===== src/rtl/instr_sequencer_if.sv =====
// Bus bundle between the instruction sequencer, instruction memory and the ALU.
interface instr_sequencer_if;
    // Instruction fetch port
    logic        imem_req;
    logic [31:0] imem_addr;
    logic        imem_ack;
    logic [31:0] imem_data;
    // ALU control and operands
    logic [5:0]  alu_instr;
    logic [31:0] alu_a;
    logic [31:0] alu_b;
    logic [31:0] alu_reg8;
    logic [15:0] alu_value;
    logic        alu_highlow;
    logic        alu_f1;
    logic        alu_f2;
    logic        alu_strobe;
    // ALU results
    logic [31:0] alu_c;
    logic        alu_f3;
    logic        alu_addrch;
    logic [31:0] alu_naddr;
    // Status
    logic [31:0] pc;
    logic        halted;
    logic        illegal;

    // Sequencer side
    modport master (
        output imem_req, imem_addr,
        input  imem_ack, imem_data,
        output alu_instr, alu_a, alu_b, alu_reg8, alu_value, alu_highlow,
        output alu_f1, alu_f2, alu_strobe,
        input  alu_c, alu_f3, alu_addrch, alu_naddr,
        output pc, halted, illegal
    );

    // Memory / ALU / observer side
    modport slave (
        input  imem_req, imem_addr,
        output imem_ack, imem_data,
        input  alu_instr, alu_a, alu_b, alu_reg8, alu_value, alu_highlow,
        input  alu_f1, alu_f2, alu_strobe,
        output alu_c, alu_f3, alu_addrch, alu_naddr,
        input  pc, halted, illegal
    );
endinterface


===== src/rtl/instr_sequencer.sv =====
// Instruction sequencer: fetch, decode, strobe the ALU, write back, advance PC.
module instr_sequencer #(
    parameter logic [31:0] RESET_PC = 32'h0000_0000,
    parameter int unsigned NREGS    = 16
) (
    input  logic               clock,
    input  logic               reset,
    instr_sequencer_if.master  bus
);

    typedef enum logic [2:0] {
        FETCH  = 3'd0,
        DECODE = 3'd1,
        EXEC   = 3'd2,
        WB     = 3'd3,
        HALT   = 3'd4
    } state_t;

    state_t      state;
    state_t      state_next;

    logic [31:0] pc;
    logic [31:0] ir;
    logic [31:0] regs [NREGS];
    logic        f1;
    logic        f2;

    logic [5:0]  alu_instr;
    logic [31:0] alu_a;
    logic [31:0] alu_b;
    logic [31:0] alu_reg8;
    logic [15:0] alu_value;
    logic        alu_highlow;

    logic [31:0] res_c;
    logic [31:0] res_naddr;
    logic        res_f3;
    logic        res_addrch;

    logic        imem_req;
    logic        alu_strobe;
    logic        halted;
    logic        illegal;

    // Instruction fields
    logic [5:0]  op;
    logic [3:0]  rd;
    logic [3:0]  ra;
    logic [3:0]  rb;
    logic        hl;
    logic [15:0] imm;
    logic        op_legal;
    logic        op_halt;

    assign op       = ir[31:26];
    assign rd       = ir[25:22];
    assign ra       = ir[21:18];
    assign hl       = ir[17];
    assign imm      = ir[15:0];
    assign rb       = ir[3:0];
    assign op_legal = (op < 6'd16);
    assign op_halt  = (op == 6'd63);

    // State register
    always_ff @(posedge clock or posedge reset) begin
        if (reset) state <= FETCH;
        else       state <= state_next;
    end

    // Next-state and handshake/strobe outputs
    always_comb begin
        state_next = state;
        imem_req   = 1'b0;
        alu_strobe = 1'b0;
        halted     = 1'b0;
        illegal    = 1'b0;
        unique case (state)
            FETCH: begin
                // Request is masked while reset is held so nothing is issued early
                imem_req = !reset;
                if (bus.imem_ack) state_next = DECODE;
            end
            DECODE: begin
                if (op_halt)       state_next = HALT;
                else if (op_legal) state_next = EXEC;
                else begin
                    illegal    = 1'b1;
                    state_next = WB;
                end
            end
            EXEC: begin
                alu_strobe = 1'b1;
                state_next = WB;
            end
            WB:      state_next = FETCH;
            HALT:    halted = 1'b1;
            default: state_next = FETCH;
        endcase
    end

    // Instruction latch, operand latch and ALU result capture
    always_ff @(posedge clock or posedge reset) begin
        if (reset) begin
            ir          <= '0;
            alu_instr   <= '0;
            alu_a       <= '0;
            alu_b       <= '0;
            alu_reg8    <= '0;
            alu_value   <= '0;
            alu_highlow <= 1'b0;
            res_c       <= '0;
            res_naddr   <= '0;
            res_f3      <= 1'b0;
            res_addrch  <= 1'b0;
        end else begin
            if (state == FETCH && bus.imem_ack) ir <= bus.imem_data;
            if (state == DECODE && op_legal) begin
                alu_instr   <= op;
                alu_a       <= (ra == 4'd0) ? '0 : regs[ra];
                alu_b       <= (rb == 4'd0) ? '0 : regs[rb];
                alu_reg8    <= regs[8];
                alu_value   <= imm;
                alu_highlow <= hl;
            end
            if (state == EXEC) begin
                res_c      <= bus.alu_c;
                res_naddr  <= bus.alu_naddr;
                res_f3     <= bus.alu_f3;
                res_addrch <= bus.alu_addrch;
            end
        end
    end

    // Write-back: register file, flags and PC
    always_ff @(posedge clock or posedge reset) begin
        if (reset) begin
            for (int unsigned i = 0; i < NREGS; i++) regs[i] <= '0;
            f1 <= 1'b0;
            f2 <= 1'b0;
            pc <= RESET_PC;
        end else if (state == WB) begin
            if (op < 6'd8 && rd != 4'd0) regs[rd] <= res_c;
            if (op >= 6'd8 && op < 6'd14) begin
                f2 <= f1;
                f1 <= res_f3;
            end
            // Illegal ops never ran EXEC, so captured branch info is ignored for them
            if (op_legal && res_addrch) pc <= res_naddr;
            else                        pc <= pc + 32'd1;
        end
    end

    assign bus.imem_req    = imem_req;
    assign bus.imem_addr   = pc;
    assign bus.alu_instr   = alu_instr;
    assign bus.alu_a       = alu_a;
    assign bus.alu_b       = alu_b;
    assign bus.alu_reg8    = alu_reg8;
    assign bus.alu_value   = alu_value;
    assign bus.alu_highlow = alu_highlow;
    assign bus.alu_f1      = f1;
    assign bus.alu_f2      = f2;
    assign bus.alu_strobe  = alu_strobe;
    assign bus.pc          = pc;
    assign bus.halted      = halted;
    assign bus.illegal     = illegal;

endmodule


===== src/flat_wrapper.sv =====
// flat-port wrapper written by rule: the top's interface ports become plain ports
module instr_sequencer_flat 
#(
    parameter logic [31:0] RESET_PC = 32'h0000_0000,
    parameter int unsigned NREGS    = 16
)
  (clock, reset, bus_imem_req, bus_imem_addr, bus_imem_ack, bus_imem_data, bus_alu_instr, bus_alu_a, bus_alu_b, bus_alu_reg8, bus_alu_value, bus_alu_highlow, bus_alu_f1, bus_alu_f2, bus_alu_strobe, bus_alu_c, bus_alu_f3, bus_alu_addrch, bus_alu_naddr, bus_pc, bus_halted, bus_illegal);
  instr_sequencer_if bus_i ();
  input  logic clock;
  input  logic reset;
  output wire logic [$bits(bus_i.imem_req)-1:0] bus_imem_req;
  output wire logic [$bits(bus_i.imem_addr)-1:0] bus_imem_addr;
  input wire logic [$bits(bus_i.imem_ack)-1:0] bus_imem_ack;
  input wire logic [$bits(bus_i.imem_data)-1:0] bus_imem_data;
  output wire logic [$bits(bus_i.alu_instr)-1:0] bus_alu_instr;
  output wire logic [$bits(bus_i.alu_a)-1:0] bus_alu_a;
  output wire logic [$bits(bus_i.alu_b)-1:0] bus_alu_b;
  output wire logic [$bits(bus_i.alu_reg8)-1:0] bus_alu_reg8;
  output wire logic [$bits(bus_i.alu_value)-1:0] bus_alu_value;
  output wire logic [$bits(bus_i.alu_highlow)-1:0] bus_alu_highlow;
  output wire logic [$bits(bus_i.alu_f1)-1:0] bus_alu_f1;
  output wire logic [$bits(bus_i.alu_f2)-1:0] bus_alu_f2;
  output wire logic [$bits(bus_i.alu_strobe)-1:0] bus_alu_strobe;
  input wire logic [$bits(bus_i.alu_c)-1:0] bus_alu_c;
  input wire logic [$bits(bus_i.alu_f3)-1:0] bus_alu_f3;
  input wire logic [$bits(bus_i.alu_addrch)-1:0] bus_alu_addrch;
  input wire logic [$bits(bus_i.alu_naddr)-1:0] bus_alu_naddr;
  output wire logic [$bits(bus_i.pc)-1:0] bus_pc;
  output wire logic [$bits(bus_i.halted)-1:0] bus_halted;
  output wire logic [$bits(bus_i.illegal)-1:0] bus_illegal;
  assign bus_imem_req = bus_i.imem_req;
  assign bus_imem_addr = bus_i.imem_addr;
  assign bus_i.imem_ack = bus_imem_ack;
  assign bus_i.imem_data = bus_imem_data;
  assign bus_alu_instr = bus_i.alu_instr;
  assign bus_alu_a = bus_i.alu_a;
  assign bus_alu_b = bus_i.alu_b;
  assign bus_alu_reg8 = bus_i.alu_reg8;
  assign bus_alu_value = bus_i.alu_value;
  assign bus_alu_highlow = bus_i.alu_highlow;
  assign bus_alu_f1 = bus_i.alu_f1;
  assign bus_alu_f2 = bus_i.alu_f2;
  assign bus_alu_strobe = bus_i.alu_strobe;
  assign bus_i.alu_c = bus_alu_c;
  assign bus_i.alu_f3 = bus_alu_f3;
  assign bus_i.alu_addrch = bus_alu_addrch;
  assign bus_i.alu_naddr = bus_alu_naddr;
  assign bus_pc = bus_i.pc;
  assign bus_halted = bus_i.halted;
  assign bus_illegal = bus_i.illegal;
  instr_sequencer #(.RESET_PC(RESET_PC), .NREGS(NREGS)) u_core (.clock(clock), .reset(reset), .bus(bus_i));
endmodule

===== config.mk =====
export PLATFORM = sky130hd
export DESIGN_NAME = instr_sequencer_flat
export DESIGN_NICKNAME = d
export VERILOG_FILES = /design/src/rtl/instr_sequencer_if.sv /design/src/rtl/instr_sequencer.sv /design/src/flat_wrapper.sv
export SDC_FILE = /design/constraint.sdc
export NUM_CORES = 2
export LEC_CHECK = 0
export CAP_MARGIN = 20
export CORE_ASPECT_RATIO = 0.9
export CORE_MARGIN = 10
export CORE_UTILIZATION = 64
export CTS_CLUSTER_DIAMETER = 80
export DETAILED_ROUTE_END_ITERATION = 16
export GPL_TIMING_DRIVEN = 0
export PLACE_DENSITY = 0.84
export SLEW_MARGIN = 20
export SYNTH_ARGS = -nofsm -noshare
export SYNTH_HDL_FRONTEND = slang
export SYNTH_SLANG_ARGS = --single-unit

===== constraint.sdc =====
create_clock -name clock -period 45.8 [get_ports clock]
set_clock_uncertainty 0.05 [all_clocks]
set_input_delay 4.58 -clock clock [delete_from_list [all_inputs] [get_ports clock]]
set_output_delay 4.58 -clock clock [all_outputs]
set_load 0.005 [all_outputs]

==> qor.txt <==
=====================================================================================================
Hold path startpoint                                                                     u_core.regs[494]$_DFFE_PP0P_
Initial antenna violation count                                                                     7
Post-cts gate resize count                                                                          0
Final slew viol count                                                                               0
Leakage component of the power                                                                19.8 nW
Xor and xnor area share after synthesis                                                            0%
Crit path required time                                                                      41170 ps
Cells traversed along the worst timing path                                              clkdlybuf4s50_1 -> nor4_1 -> clkdlybuf4s50_1
Number of nets produced by synthesis                                                             2564
Combinational family with the most area after synthesis                                  multiplexers
Number of synthesized flops with an enable pin                                                      0
Core area                                                                                   57300 um2
Number of H-tree levels                                                                             3
Remaining design rule violation count                                                               0
Post-synthesis share of cell area spent on full adders, half adders and majority gates        0.0336%
Vias in the first global route                                                                  26900
Largest driver fanout on the critical path                                                          2
Status                                                                                   complete, no violations
Distinct cell type count after synthesis                                                           57
Most used cell along the critical path                                                   sky130_fd_sc_hd__clkdlybuf4s50_1
Fin Setup TNS                                                                                    0 ps
Violation count after the first detailed-routing iteration                                       3052
Total Routed Length                                                                         115000 um
Clock-pin slew on the worst setup and hold paths                                                60 ps
Residual antenna-violating net count after detailed routing                                         0
Root buffer cell                                                                         sky130_fd_sc_hd__clkbuf_16
Total gr overflow                                                                                   0
Mean post-synth cell area                                                                    15.1 um2
Worst hold path class                                                                    flip-flop to flip-flop
Endpoints failing hold                                                                              0
Worst Setup End Kind                                                                      output port
Most used cells in the layout excluding fill and tap cells                               765 x sky130_fd_sc_hd__dfrtp_1, 684 x sky130_fd_sc_hd__mux2_2, 288 x sky130_fd_sc_hd__clkdlybuf4s50_1
Hold buffers post-CTS                                                                               0
Growth of design area from synthesis to finish                                                  17.9%
Die width                                                                                      274 um
Multiplexer area fraction after synthesis                                                       38.1%
Last weighted congestion value of the routability-driven placer                                 0.919
Commonest non-fill, non-tap cell in the layout                                           sky130_fd_sc_hd__dfrtp_1
Ports                                                                                             290
Fraction of the mapped netlist area in compound gates                                           3.32%
Crit path max-delay family                                                               buffers and inverters
Total power consumption of the routed design                                                  3.14 mW
Largest voltage drop on the vdd net                                                       0.0000394 V
Pin count of the biggest net entering global routing                                              114
Slew @ Worst Pin                                                                              1200 ps
Synthesized netlist cell count                                                                   2462
Share of layout cells above drive strength 1                                                    41.7%
Worst slew margin relative to its limit                                                         20.2%
Yosys warns                                                                                         0
Number of buffers and inverters on the critical path                                                2
Share of the cycle needed by the critical path after routing                                    23.1%
Number of vias per cell                                                                          6.99
Synth Flop Type                                                                          sky130_fd_sc_hd__dfrtp_1
Global-route wire length before repair                                                      171000 um
# port buffers                                                                                    288
Setup Crit Path Kind                                                                     primary input to output port
Share of synthesized area occupied by flip-flops and latches                                    51.4%
DIE AREA                                                                                    68300 um2
FP Rows                                                                                            83
Pre-Repair DR Iteration Count                                                                       6
RSZ-0062 raised after global routing                                                               no
Effective utilization at floorplan                                                              65.0%
Number of register bits inferred by synthesis                                                     765
Crit path launch                                                                                reset
Pwr/cell area                                                                             71.6 nW/um2
Arr. time, crit path                                                                          5970 ps
TritonCTS Buffers                                                                                  77
Number of nets in the final layout                                                               2938
Chip height                                                                                    249 um
Critical-path top delay cell                                                             sky130_fd_sc_hd__clkdlybuf4s50_1
Layout filler cell count                                                                         3358
Vias after detailed routing                                                                     25600
Proportion of synthesized flip-flops having asynchronous set or reset                            100%
Peak Freq                                                                                  0.0943 GHz
Latest clock arrival within the worst-skew pair                                                640 ps
Synthesized-area fraction occupied by and/or/nand/nor cells                                     3.43%
Average routed wire per standard cell                                                         31.3 um
Launching element type of the critical path                                              primary input
TritonCTS clock tree                                                                            built
Final-report setup violation count                                                                  0
Setup slack of the critical path after layout                                                35200 ps
Shortest period the worst path allows                                                        10600 ps
Count of maximum capacitance violations                                                             0
Crit path largest cell delay                                                                   570 ps
DP HPWL                                                                                      77800 um
Post-CTS setup repair buffer count                                                                  0
Clock net sink count                                                                              765
Global-route usage over all layers                                                              33.4%
Mapped cell area                                                                            37300 um2
Minimum setup slack after placement                                                          35200 ps
Critical R2R Launch                                                                      u_core.ir[1]$_DFFE_PP0P_
Buffer depth of the longest clock path                                                              3
=====================================================================================================
metal layers:
metal	wire length [um]	vias to the layer above	GRT usage, %
met5	0	-	0
met4	5440	0	15.9
met3	11100	334	8.47
met2	56300	1539	53.1
met1	42000	13600	42.6
li1	-	10200	-
sequential cells by signal (all words and copies together), names as in the netlist, 31 cells and up:
signal / flops
u_core.ir: 31
u_core.res_naddr: 32
u_core.res_c: 32
u_core.bus.alu_b: 32
u_core.regs: 512
u_core.bus.alu_reg8: 32
u_core.bus.alu_a: 32
u_core.bus.imem_addr: 32
worst reg2reg max path, stage by stage (launching register included):
cell and delay [ps]:
sky130_fd_sc_hd__dfrtp_1 360, sky130_fd_sc_hd__clkbuf_1 150, sky130_fd_sc_hd__buf_2 280, sky130_fd_sc_hd__buf_2 300, sky130_fd_sc_hd__nor3_1 640, sky130_fd_sc_hd__clkbuf_1 750, sky130_fd_sc_hd__nor4_1 200, sky130_fd_sc_hd__a221o_1 320
path summary, 6_finish.rpt:
check	to	slack, ps	depth (start not counted)
worst max-delay path	bus_imem_req	35200	3
worst min-delay path	u_core.regs[494]$_DFFE_PP0P_	430	1
worst max register to register	u_core.bus.alu_b[11]$_DFFE_PP0P_	42620	7
worst min register to register	u_core.regs[494]$_DFFE_PP0P_	430	1
max in group asynchronous	u_core.regs[401]$_DFFE_PP0P_	39470	5
min in group asynchronous	u_core.regs[158]$_DFFE_PP0P_	4480	2
logic make-up after synthesis:
| kind of cell | count (synthesis) |
|---|---|
| flops | 765 |
| fa+ha+maj | 1 |
| compound gates | 163 |
| buf+inv | 293 |
| simple gates | 227 |
| mux | 1013 |
report_power, final:
| group | internal (mW) | switching, mW | total [mW] | leakage, nW |
|---|---|---|---|---|
| registers | 0.948 | 0.252 | 1.20 | 10.3 |
| clock network | 0.382 | 0.271 | 0.654 | 1.28 |
| logic | 0.680 | 0.611 | 1.29 | 8.29 |
| total | 2.01 | 1.13 | 3.14 | 19.8 |
cells in the mapped netlist (19+ instances only):
cell type                  count  share of area, %
sky130_fd_sc_hd__a21oi_1      39              0.52
sky130_fd_sc_hd__a221o_1      66               1.8
sky130_fd_sc_hd__buf_1        19              0.19
sky130_fd_sc_hd__buf_2        78               1.0
sky130_fd_sc_hd__buf_4        46              0.93
sky130_fd_sc_hd__clkbuf_1    145               1.5
sky130_fd_sc_hd__dfrtp_1     765                51
sky130_fd_sc_hd__mux2_2      684                21
sky130_fd_sc_hd__mux2i_1      64               1.7
sky130_fd_sc_hd__mux4_2      256                15
sky130_fd_sc_hd__nand2_1      45              0.45
sky130_fd_sc_hd__nor2_1       35              0.35
sky130_fd_sc_hd__nor4_1       67               1.1
sky130_fd_sc_hd__o21ai_0      21              0.28
final cells by class:
type / count / area (um2) / area share (%)
Sequential cell: 765 / 19100 / 43.6
Multi-Input combinational cell: 1404 / 16700 / 38.1
Buffer: 289 / 1360 / 3.09
Inverter: 4 / 22.5 / 0.0513
Timing Repair Buffer: 295 / 3080 / 7.00
Antenna cell: 8 / 20.0 / 0.0456
Clock inverter: 17 / 245 / 0.558
Tap cell: 765 / 957 / 2.18
Clock buffer: 118 / 2350 / 5.36
per-stage QoR:
stage,utilization [%],cell area (um2),hold WS [ps],instances
6_report,76.6,43900,432,3665
5_1_grt,76.6,43900,452,3664
2_1_floorplan,-,37300,391,2462
3_5_place_dp,72.0,41300,416,3522
3_3_place_gp,71.7,41100,402,3515
4_1_cts,76.6,43900,434,3657
Note: power is estimated with default switching activity, not from simulation.
